==> config.mk <==
export PLATFORM = sky130hd
export DESIGN_NAME = stereo_frame_seq
export DESIGN_NICKNAME = d
export VERILOG_FILES = /design/src/rtl/stereo_frame_seq.sv
export SDC_FILE = /design/constraint.sdc
export NUM_CORES = 1
export LEC_CHECK = 0
export BUFFER_PORTS_ARGS = -buffer_cell sky130_fd_sc_hd__buf_2
export CAP_MARGIN = 30
export CORE_ASPECT_RATIO = 1.75
export CORE_MARGIN = 2
export CORE_UTILIZATION = 61
export DETAILED_ROUTE_END_ITERATION = 10
export HOLD_SLACK_MARGIN = 0.05
export PLACE_DENSITY = 0.93
export SYNTH_ARGS = -nofsm -noshare
export SYNTH_HDL_FRONTEND = slang
export SYNTH_SLANG_ARGS = --single-unit
export TNS_END_PERCENT = 10
==> constraint.sdc <==
create_clock -name pxclk -period 6 [get_ports pxclk]
set_input_delay 1.5 -clock pxclk [delete_from_list [all_inputs] [get_ports pxclk]]
set_output_delay 1.5 -clock pxclk [all_outputs]
set_load 0.02 [all_outputs]
==> src/rtl/stereo_frame_seq.sv <==
// Stereo frame/line sequencer: keeps left/right sync streams in lockstep, numbers pixels,
// enables the census core and qualifies its delayed output against the window border.
module stereo_frame_seq #(
  parameter int H_ACTIVE = 16,
  parameter int V_ACTIVE = 12,
  parameter int BORDER   = 2,
  parameter int LAT      = 4
) (
  input  logic       pxclk,
  input  logic       reset,
  input  logic       lLine,
  input  logic       lFrame,
  input  logic       rLine,
  input  logic       rFrame,
  input  logic       coreValid,
  input  logic       errClr,
  output logic       coreEn,
  output logic       coreFlush,
  output logic [9:0] pixX,
  output logic [9:0] pixY,
  output logic       outValid,
  output logic [9:0] outX,
  output logic [9:0] outY,
  output logic       frameDone,
  output logic [7:0] frameCnt,
  output logic [2:0] errCode
);

  localparam logic [9:0]  LP_X_MIN = 10'(BORDER);
  localparam logic [9:0]  LP_X_END = 10'(H_ACTIVE - BORDER);
  localparam logic [9:0]  LP_Y_MIN = 10'(BORDER);
  localparam logic [9:0]  LP_Y_END = 10'(V_ACTIVE - BORDER);
  localparam logic [9:0]  LP_H     = 10'(H_ACTIVE);
  localparam logic [10:0] LP_V     = 11'(V_ACTIVE);
  localparam logic [9:0]  LP_SAT   = 10'd1023;

  typedef enum logic [1:0] {
    ST_IDLE  = 2'd0,
    ST_FRAME = 2'd1,
    ST_ERROR = 2'd2
  } state_t;

  state_t      r_state;
  state_t      w_state_nxt;
  logic        r_armed;
  logic        w_armed_nxt;
  logic        r_lline_q;
  logic        r_frm_err;
  logic [9:0]  r_pix_x;
  logic [9:0]  r_pix_y;
  logic        r_frame_done;
  logic [7:0]  r_frame_cnt;
  logic [2:0]  r_err;
  logic [2:0]  w_err_set;
  logic        w_both_hi;
  logic        w_both_lo;
  logic        w_mismatch;
  logic        w_in_frame;
  logic        w_core_en;
  logic        w_line_end;
  logic        w_frame_end;
  logic        w_len_err;
  logic        w_cnt_err;
  logic        w_clean;
  logic        w_start;
  logic        w_win;
  logic [10:0] w_lines;
  logic        r_pipe_w [LAT];
  logic [9:0]  r_pipe_x [LAT];
  logic [9:0]  r_pipe_y [LAT];

  assign w_both_hi   = lFrame & rFrame;
  assign w_both_lo   = ~lFrame & ~rFrame;
  assign w_mismatch  = (lLine ^ rLine) | (lFrame ^ rFrame);
  assign w_in_frame  = (r_state == ST_FRAME);
  assign w_core_en   = w_in_frame & lLine & rLine & w_both_hi;
  assign w_line_end  = w_in_frame & ~w_mismatch & r_lline_q & ~lLine;
  assign w_frame_end = w_in_frame & ~w_mismatch & w_both_lo;
  assign w_len_err   = w_line_end & (r_pix_x != LP_H);
  // A line may end in the same cycle as the frame, so it still counts here.
  assign w_lines     = {1'b0, r_pix_y} + {10'd0, w_line_end};
  assign w_cnt_err   = w_frame_end & (w_lines != LP_V);
  assign w_clean     = w_frame_end & ~w_cnt_err & ~w_len_err & ~r_frm_err;
  assign w_start     = (r_state == ST_IDLE) & (w_state_nxt == ST_FRAME);
  assign w_win       = w_core_en & (r_pix_x >= LP_X_MIN) & (r_pix_x < LP_X_END)
                       & (r_pix_y >= LP_Y_MIN) & (r_pix_y < LP_Y_END);

  // Next state, arming and error-set decode
  always_comb begin
    w_state_nxt = r_state;
    w_armed_nxt = r_armed;
    w_err_set   = 3'b000;
    case (r_state)
      ST_IDLE: begin
        if (w_both_lo) w_armed_nxt = 1'b1;
        else           w_armed_nxt = r_armed;
        if (r_armed && w_both_hi) begin
          w_state_nxt = ST_FRAME;
        end else if (r_armed && (lFrame ^ rFrame)) begin
          w_state_nxt  = ST_ERROR;
          w_err_set[0] = 1'b1;
        end else begin
          w_state_nxt = ST_IDLE;
        end
      end
      ST_FRAME: begin
        if (w_mismatch) begin
          w_state_nxt  = ST_ERROR;
          w_err_set[0] = 1'b1;
        end else if (w_frame_end) begin
          w_state_nxt = ST_IDLE;
          w_armed_nxt = 1'b1;
        end else begin
          w_state_nxt = ST_FRAME;
        end
      end
      ST_ERROR: begin
        if (w_both_lo) begin
          w_state_nxt = ST_IDLE;
          w_armed_nxt = 1'b1;
        end else begin
          w_state_nxt = ST_ERROR;
        end
      end
      default: begin
        w_state_nxt = ST_IDLE;
        w_armed_nxt = 1'b0;
      end
    endcase
    w_err_set[1] = w_len_err;
    w_err_set[2] = w_cnt_err;
  end

  // Control state, coordinates, frame counting and sticky errors
  always_ff @(posedge pxclk) begin
    if (reset) begin
      r_state      <= ST_IDLE;
      r_armed      <= 1'b0;
      r_lline_q    <= 1'b0;
      r_frm_err    <= 1'b0;
      r_pix_x      <= 10'd0;
      r_pix_y      <= 10'd0;
      r_frame_done <= 1'b0;
      r_frame_cnt  <= 8'd0;
      r_err        <= 3'b000;
    end else begin
      r_state      <= w_state_nxt;
      r_armed      <= w_armed_nxt;
      r_lline_q    <= lLine;
      r_frame_done <= w_clean;
      r_err        <= (errClr ? 3'b000 : r_err) | w_err_set;
      if (w_clean) r_frame_cnt <= r_frame_cnt + 8'd1;
      else         r_frame_cnt <= r_frame_cnt;
      if (w_start)        r_frm_err <= 1'b0;
      else if (w_len_err) r_frm_err <= 1'b1;
      else                r_frm_err <= r_frm_err;
      if (w_start) begin
        r_pix_x <= 10'd0;
        r_pix_y <= 10'd0;
      end else if (w_line_end) begin
        r_pix_x <= 10'd0;
        r_pix_y <= (r_pix_y == LP_SAT) ? r_pix_y : r_pix_y + 10'd1;
      end else if (w_core_en) begin
        r_pix_x <= (r_pix_x == LP_SAT) ? r_pix_x : r_pix_x + 10'd1;
      end else begin
        r_pix_x <= r_pix_x;
      end
    end
  end

  // Core-latency alignment of window flag and coordinates
  always_ff @(posedge pxclk) begin
    if (reset) begin
      for (int i = 0; i < LAT; i++) begin
        r_pipe_w[i] <= 1'b0;
        r_pipe_x[i] <= 10'd0;
        r_pipe_y[i] <= 10'd0;
      end
    end else begin
      r_pipe_w[0] <= w_win;
      r_pipe_x[0] <= w_core_en ? r_pix_x : 10'd0;
      r_pipe_y[0] <= w_core_en ? r_pix_y : 10'd0;
      for (int i = 1; i < LAT; i++) begin
        r_pipe_w[i] <= r_pipe_w[i-1];
        r_pipe_x[i] <= r_pipe_x[i-1];
        r_pipe_y[i] <= r_pipe_y[i-1];
      end
    end
  end

  assign coreEn    = w_core_en;
  assign coreFlush = (r_state == ST_ERROR);
  assign pixX      = r_pix_x;
  assign pixY      = r_pix_y;
  assign outValid  = r_pipe_w[LAT-1] & coreValid;
  assign outX      = r_pipe_x[LAT-1];
  assign outY      = r_pipe_y[LAT-1];
  assign frameDone = r_frame_done;
  assign frameCnt  = r_frame_cnt;
  assign errCode   = r_err;

endmodule

# == Yosys cells after proc, flatten, opt, wreduce, memory -nomap -nowiden ==
# Memories as Yosys holds them, arrays and structs flattened.
# Cells that the tools add are included.
# totals
register_bits,37
ram_bits,84
in_bits,8
output_inout_bits,55
wordCells,116
mem_count,3
# classes
n_addsub,4
order_cmp,4
eq_ne,10
n_mux,32
bitwise,45
reduce_logical,9
# memory_table
memory,depth,width,rd,rd_clocked_by_memory_dff,write_ports,line,source
r_pipe_x,4,10,4,0,4,69,logic [9:0] r_pipe_x [LAT];
r_pipe_y,4,10,4,0,4,70,logic [9:0] r_pipe_y [LAT];
r_pipe_w,4,1,4,0,4,68,logic r_pipe_w [LAT];
# ops
operator,n
10-bit 2-to-1 mux,10
"10-bit by 1-bit adder with 10-bit output, second input constant",2
1-bit bitwise AND,20
"10-bit equality test, second input constant",2
"10-bit by 2-bit >= comparator with 1-bit output, second input constant",2
"10-bit by 4-bit less-than comparator with 1-bit output, second input constant",2
1-bit 2-to-1 mux,14
1-bit OR,13
10-bit by 1-bit adder with 11-bit output,1
"11-bit by 4-bit inequality test with 1-bit output, second input constant",1
"10-bit by 5-bit inequality test with 1-bit output, second input constant",1
1-bit NOT,9
"8-bit by 1-bit adder with 8-bit output, second input constant",1
2-bit 2-to-1 mux,4
2-bit case mux with 3 select lines,1
"2-bit by 1-bit equality test with 1-bit output, second input constant",2
"2-bit by 1-bit inequality test with 1-bit output, second input constant",2
1-bit case mux with 2 select lines,2
2-bit AND reduction,2
2-bit OR reduction,2
3-bit 2-to-1 mux,1
3-bit OR,1
3-bit AND reduction,1
3-bit OR reduction,1
5 further kinds,7

# == Depth between registers and ports, before layout ==
# Gate-level depths: netlist (run 1).
# depth
depth_word,13
ltp_mapped,12
mapped_depth_nobuf,11

# == Least setup slack after synthesis (run 1) ==
# OpenSTA, ideal clock, no wires.
# synth_path
path_kind,input -> register
startpoint,input lFrame
endpoint,"register r_frame_cnt[0], in the netlist frameCnt[0]"
setup_ps,121
arrival_ps,3967
required_ps,5879
setup_slack_ps,1912
path_stages,11
n_path_buf,1
cell_sequence,inv_1 -> ha_1 -> nand4b_1 -> buf_4 -> inv_1 -> ha_1 -> ha_1 -> nor4b_2 -> nand4_2 -> nor4b_4 -> mux2_4
# synth_between
elab_chain_cells,13
elab_cells_between_ends,18
cone_classes,add/sub: 1; eq/ne: 1; bitwise: 16
# synth_lines
element,line,source
"start, declared",12,"input logic lFrame,"
1-bit bitwise XOR,74,assign w_mismatch = (lLine ^ rLine) | (lFrame ^ rFrame);
1-bit OR,74,
1-bit NOT,"77, 78",
1-bit bitwise AND,"77, 78",
1-bit bitwise AND (2 in a row),77,assign w_line_end = w_in_frame & ~w_mismatch & r_lline_q & ~lLine;
10-bit by 1-bit adder with 11-bit output,81,"assign w_lines = {1'b0, r_pix_y} + {10'd0, w_line_end};"
11-bit by 4-bit inequality test with 1-bit output,82,assign w_cnt_err = w_frame_end & (w_lines != LP_V);
1-bit bitwise AND,82,
1-bit NOT,83,assign w_clean = w_frame_end & ~w_cnt_err & ~w_len_err & ~r_frm_err;
1-bit bitwise AND,83,
1-bit bitwise AND * (2 in a row),83,
"end signal, assigned",152,if (w_clean) r_frame_cnt <= r_frame_cnt + 8'd1;
"end signal, assigned",153,else r_frame_cnt <= r_frame_cnt;
"end, declared",52,logic [7:0] r_frame_cnt;
# Every way passes the cells marked *; elsewhere a longest branch is shown, timed or not.
# A chain may end at the register's enable or synchronous reset.

# == Worst setup path after layout (run 1) ==
# layout_path
startpoint,input lFrame
endpoint,"register r_frame_cnt[2], in the netlist frameCnt[2]"
# Same word-level chain as after synthesis.

==> metrics.txt, run 1 <==
outcome completed; EDFF count, synth 0; drt total wl 9210 µm; CTS Buf Count 17; Clock Skews 6.55 ps; ys async rst share 0; Routed Antenna Nets 0; post-route cell area 5390 µm²; Root Driver clkbuf_16; pin count of the biggest net entering global routing 50; Setup crit start kind primary input; layer with the highest usage met2; H-tree levels 4; Avg Cell Area, Syn 10.2 µm²; Simple-Gate Fraction of Synth Area 0.288; Core Util, Final 0.751; Post-CTS Setup Inserts 0; Avg WL per Cell 15.5 µm; Place WS 1260 ps; Post-CTS Resized 0; final hold viol count 0; Final TNS setup 0 ps; first-pass GRT wire length 14,700 µm; DIE AREA 8150 µm²; cell area power density 343 nW/µm²; Syn Inst Count 444; Worst Hold Depth 1; reg2reg path depth 10; core area 7180 µm²; # IOs 63; DRC viols 0; Worst setup EP type flip-flop; initial antenna violation count 0; synthesized cell area 4530 µm²; die height 118 µm; hold crit path type flip-flop to flip-flop; Yosys cell types 48; vias 3,368; #FFs+latches synth 121; vias in the first global route 3,260; Fmax achieved 225 MHz; syn nets 463; Post-Place Cell Area 4790 µm²; Clock Tree Buf Depth 2; reg2reg start r_state[0]; gpl congestion 0.864; Worst Slack Setup Final 1560 ps; Hold WS 426 ps; post-route minimum period 4440 ps; yosys synthesis warning count 0; Compound-Gate Fraction of Synth Area 0.0498; RSZ-0062 raised after global routing false; fin crit share 0.740; R2R setup slack 2600 ps; final count of pins violating max slew 0; CP Data Arrival Time 4720 ps; main combinational cell family by area after synthesis simple AND/OR/NAND/NOR gates; worst r2r dst frameCnt[2]; fillers 492; # Max-Cap Violations 0; port buffer count 62; First-pass DRT Iterations 5; Worst-Skew Late Latency 400 ps; met2 Usage GRT 0.415; worst vdd ir 0.000219 V; Avg Vias per Cell 5.65; Synth Area in XOR/XNOR 0.0290; area grow syn2layout 19.1%; Pleak 2.28 nW; Initial Utilization 0.630; final setup vio count 0; global routing met3 resource utilization 0.0693; CTS tree built; FP Rows 41; Slew @ Worst Pin 833 ps; required time worst endpoint 6270 ps; clk sink count 121; ys flop type dfxtp_1; NumNets Final 516; Starting DRT DRC Count 191; top cell type's share of synthesized area 0.535; Slew headroom 0.445; layout cell share with drive strength beyond 1 0.214; hpwl dp 5850 µm; min-delay src r_pipe_y[0][14]; mux share of post-synthesis cell area 0.0227; Clk pin slew, worst setup/hold paths 50 ps; sequential-to-total area share from yosys stat 0.535; critical path class primary input to flip-flop; GRT Total Usage 0.228; Post-CTS Hold Buffers 0; die width 69.1 µm; diode count 0; post-synth top area cell dfxtp_1; grt total ovfl 0; CP max FO 11; met1 Use GR 0.215; Post-Synth Adder-Cell Area 0.0304; hold path endpoint r_pipe_y[0][24]; main area contributors after synthesis dfxtp_1, nor2b_1, ha_1, nor2_1, and2_1
[metrics by stage]
step | total power, mW | instances
2_1_floorplan | 0.846 | 444
3_3_place_gp | 0.853 | 564
3_5_place_dp | 0.855 | 564
4_1_cts | 1.86 | 596
5_1_grt | 1.90 | 596
6_report | 1.85 | 596
[per-layer routing]
layer | wire, µm | part of all wire
met5 | 0 | 0
met2 | 4980 | 0.54
met3 | 602 | 0.065
met1 | 3260 | 0.35
met4 | 367 | 0.040
[power breakdown]
| part | switching (mW) | total (mW) | internal (mW) |
|---|---|---|---|
| Sequential | 0.00198 | 0.808 | 0.807 |
| Clock | 0.327 | 1.01 | 0.683 |
| Combinational | 0.0221 | 0.0303 | 0.00823 |
[synthesized netlist by cell type, types with 6 or more instances]
cell and instances:
dfxtp_1 121, nor2b_1 74, nor2_1 33, and2_1 17
a21oi_1 14, buf_4 14, nand2_1 14, nand3_1 14
nor4_1 13, clkbuf_1 11, ha_1 11, inv_1 10
nand4_1 9, xor2_1 9, o21ai_0 7, and3_1 6
mux2_1 6, xnor2_1 6
[flip-flops by register name (all words and copies together) (netlist names)]
register   cells
r_pipe_x      40
r_pipe_y      40
pixX          10
pixY          10
frameCnt       8
r_pipe_w       4
errCode        3
r_state        2
frameDone      1
r_armed        1
r_frm_err      1
r_lline_q      1
[cell usage in the layout, fill, tap and decap left out, types with 10 or more instances in the layout]
cell type	n
clkbuf_16	17
and2_1	17
buf_2	62
dfxtp_1	121
nand3_1	14
inv_1	10
nor2_1	33
ha_1	11
nor2b_1	74
nand2_1	14
nor4_1	13
a21oi_1	14
[worst max-delay path, stage by stage]
cell	delay [ps]
buf_2	90
inv_1	40
ha_1	360
nand4b_1	520
inv_1	170
ha_1	270
ha_1	210
xnor2_1	90
nor4b_2	300
nand4_2	300
nor4_1	480
mux2_1	380
[final cells by class]
| class | count | area (µm²) | share of cell area |
|---|---|---|---|
| Clock buffer | 24 | 482 | 0.0894 |
| Multi-Input combinational cell | 283 | 1900 | 0.352 |
| Sequential cell | 121 | 2420 | 0.449 |
| Timing Repair Buffer | 64 | 325 | 0.0604 |
| Clock inverter | 8 | 118 | 0.0218 |
| Tap cell | 86 | 108 | 0.0200 |
| Inverter | 10 | 37.5 | 0.00696 |
[worst max path at each step]
stage               startpoint           to  cells after the start
CTS                     lFrame  frameCnt[2]                     11
global route            lFrame  frameCnt[6]                     11
global placement        lFrame  frameCnt[0]                     11
finish                  lFrame  frameCnt[2]                     12
floorplan               lFrame  frameCnt[0]                     11
detailed placement      lFrame  frameCnt[6]                     11
[cell families after synthesis]
family / count (synthesis)
AND/OR/NAND/NOR: 214
flip-flops: 121
buffers and inverters: 40
AO/OA/AOI/OAI: 34
XOR/XNOR: 15
adder cells (fa/ha/maj): 11
multiplexers: 9
(Power assumes the default switching activity.)
==> inputs of run 2 (changes only) <==
- CORE_UTILIZATION: 61 -> 51
- PLACE_DENSITY: 0.93 -> 0.84
- clock period: 6 -> 3.9 ns (I/O delays scaled with it)
==> metrics.txt, run 2 (same netlist as run 1, synthesis figures left out) <==
CTS tree built; Power Total 2.74 mW (+48%); Post-CTS Setup Inserts 0 (unchanged); Root Driver clkbuf_16; outcome completed; die height 129 µm (+9.0%); Worst-Skew Late Latency 400 ps (about the same); FP Rows 45 (+9.8%); RSZ-0062 raised after global routing false; Clock Tree Buf Depth 2 (unchanged); die width 75.2 µm (+8.8%); Slew @ Worst Pin 670 ps (-163 ps); core area 8670 µm² (+21%); Pleak 2.27 nW (-0.62%); pin count of the biggest net entering global routing 68 (+36%); final hold viol count 0 (unchanged); Post-CTS Hold Buffers 0 (unchanged); layout cell share with drive strength beyond 1 0.223 (+0.00937); CTS Buf Count 17 (unchanged); hold crit path type flip-flop to flip-flop; worst r2r dst frameCnt[6]; critical path class primary input to flip-flop; Clock power frac 0.530 (-0.016); Internal 2.16 mW (+45%); fillers 722 (+47%); Clock Skews 5.26 ps (-1.30 ps); Final TNS setup 0 ps (unchanged); largest registers r_pipe_x (40), r_pipe_y (40); clk sink count 121 (unchanged); most frequent cells in the layout dfxtp_1, nor2b_1, buf_2; vias in the first global route 2,980 (-8.6%); Avg Vias per Cell 5.09 (-9.9%); CP startpoint lFrame; grt total ovfl 0 (unchanged); R2R setup slack 1070 ps (-1530 ps); most common cell after layout, fill and taps aside dfxtp_1; Routed Antenna Nets 0 (unchanged); H-tree levels 4 (unchanged); drt total wl 8270 µm (-10%); reg2reg path depth 9 (-1); Switch Pwr 0.576 mW (+64%); NumNets Final 517 (+0.19%); DRC viols 0 (unchanged); gpl congestion 0.850 (-1.6%); Clk pin slew, worst setup/hold paths 50 ps (about the same); port buffer count 62 (unchanged); # IOs 63 (unchanged); Initial Utilization 0.522 (-0.108); hpwl dp 5680 µm (-2.9%); final setup vio count 0 (unchanged); fin crit share 0.860; Avg WL per Cell 13.2 µm (-15%); DIE AREA 9670 µm² (+19%); Placed Cells 596 (+5.7%); initial antenna violation count 0 (unchanged); CP Data Arrival Time 3640 ps (-1080 ps); Post-CTS Resized 0 (unchanged); Setup crit start kind primary input; CP max FO 8 (-3); reg2reg start r_state[0]; Final Instance Count excl. Fillers 628 (+5.4%); first-pass GRT wire length 13,400 µm (-9.1%); Logic pwr share 0.017 (about the same); sequential share of power 0.453 (+0.016); required time worst endpoint 4180 ps (-2090 ps); Critical Path Sink frameCnt[6]; # Max-Cap Violations 0 (unchanged); cell area power density 506 nW/µm² (+48%); First-pass DRT Iterations 4 (-1); Fmax achieved 298 MHz; final count of pins violating max slew 0 (unchanged); post-route minimum period 3360 ps; vias 3,197 (-5.1%); GRT Total Usage 0.185 (-0.0429); diode count 0 (unchanged); Hold WS 430 ps (+3.77 ps); Worst setup EP type flip-flop; area grow syn2layout 19.5%; Switching Share 0.210 (+0.0203); worst vdd ir 0.000321 V (+47%); Slew headroom 0.553 (+0.108); Starting DRT DRC Count 165 (-14%)
## run 2: cell count changes in the layout (fill, tap and decap cells not counted), sizes merged
cell,delta
inv,+2
clkbuf,-5
clkinvlp,+2
buf,+1
clkinv,+3
bufinv,-2
## run 2: layout make-up
class / instances / area [µm²] / share of cell area
Clock buffer: 19 / 453 / 0.0837
Clock inverter: 13 / 120 / 0.0222
Inverter: 10 / 37.5 / 0.00694
Multi-Input combinational cell: 283 / 1900 / 0.351
Sequential cell: 121 / 2420 / 0.448
Tap cell: 117 / 146 / 0.0271
Timing Repair Buffer: 65 / 333 / 0.0615
## run 2: how the worst min path moves through the flow
stage | startpoint | endpoint | slack (ps) | cells past startpoint
after global routing | r_pipe_y[0][12] | r_pipe_y[0][22] | 440 | 1
after global placement | r_pipe_y[0][4] | r_pipe_y[0][14] | 420 | 1
final | r_pipe_x[1][2] | r_pipe_x[2][2] | 430 | 1
after CTS | r_pipe_x[1][2] | r_pipe_x[2][2] | 430 | 1
after floorplan | r_pipe_w[0] | r_pipe_w[1] | 410 | 1
after detailed placement | r_pipe_x[1][2] | r_pipe_x[2][2] | 420 | 1
## run 2: per-stage QoR
step,setup slack [ps],cell area [µm²],utilization
2_1_floorplan,337,4530,-
3_3_place_gp,274,4840,0.558
3_5_place_dp,162,4840,0.558
4_1_cts,569,5410,0.624
5_1_grt,367,5410,0.624
6_report,544,5410,0.624
## run 2: routing by layer
layer	vias to the layer above	global-route usage	part of all wire
met1	1472	0.178	0.37
li1	1596	-	-
met5	-	0	0
met2	100	0.311	0.54
met3	29	0.0666	0.040
met4	0	0.137	0.056
## run 2: worst max-delay path, cell delays in order
cell	delay, ps
buf_2	90
inv_1	40
ha_1	360
nand4b_1	220
inv_1	80
ha_1	230
ha_1	280
nor4b_2	300
nand4_2	280
nor4_1	410
mux2_1	360
## run 2: power groups by stage
| stage | registers [mW] | logic, mW | clock network [mW] |
|---|---|---|---|
| 6_report | 1.24 | 0.0465 | 1.45 |
| 5_1_grt | 1.24 | 0.0513 | 1.53 |
| 4_1_cts | 1.24 | 0.0468 | 1.47 |
| 3_5_place_dp | 1.27 | 0.0467 | 0 |
| 3_3_place_gp | 1.27 | 0.0448 | 0 |
| 2_1_floorplan | 1.27 | 0.0333 | 0 |
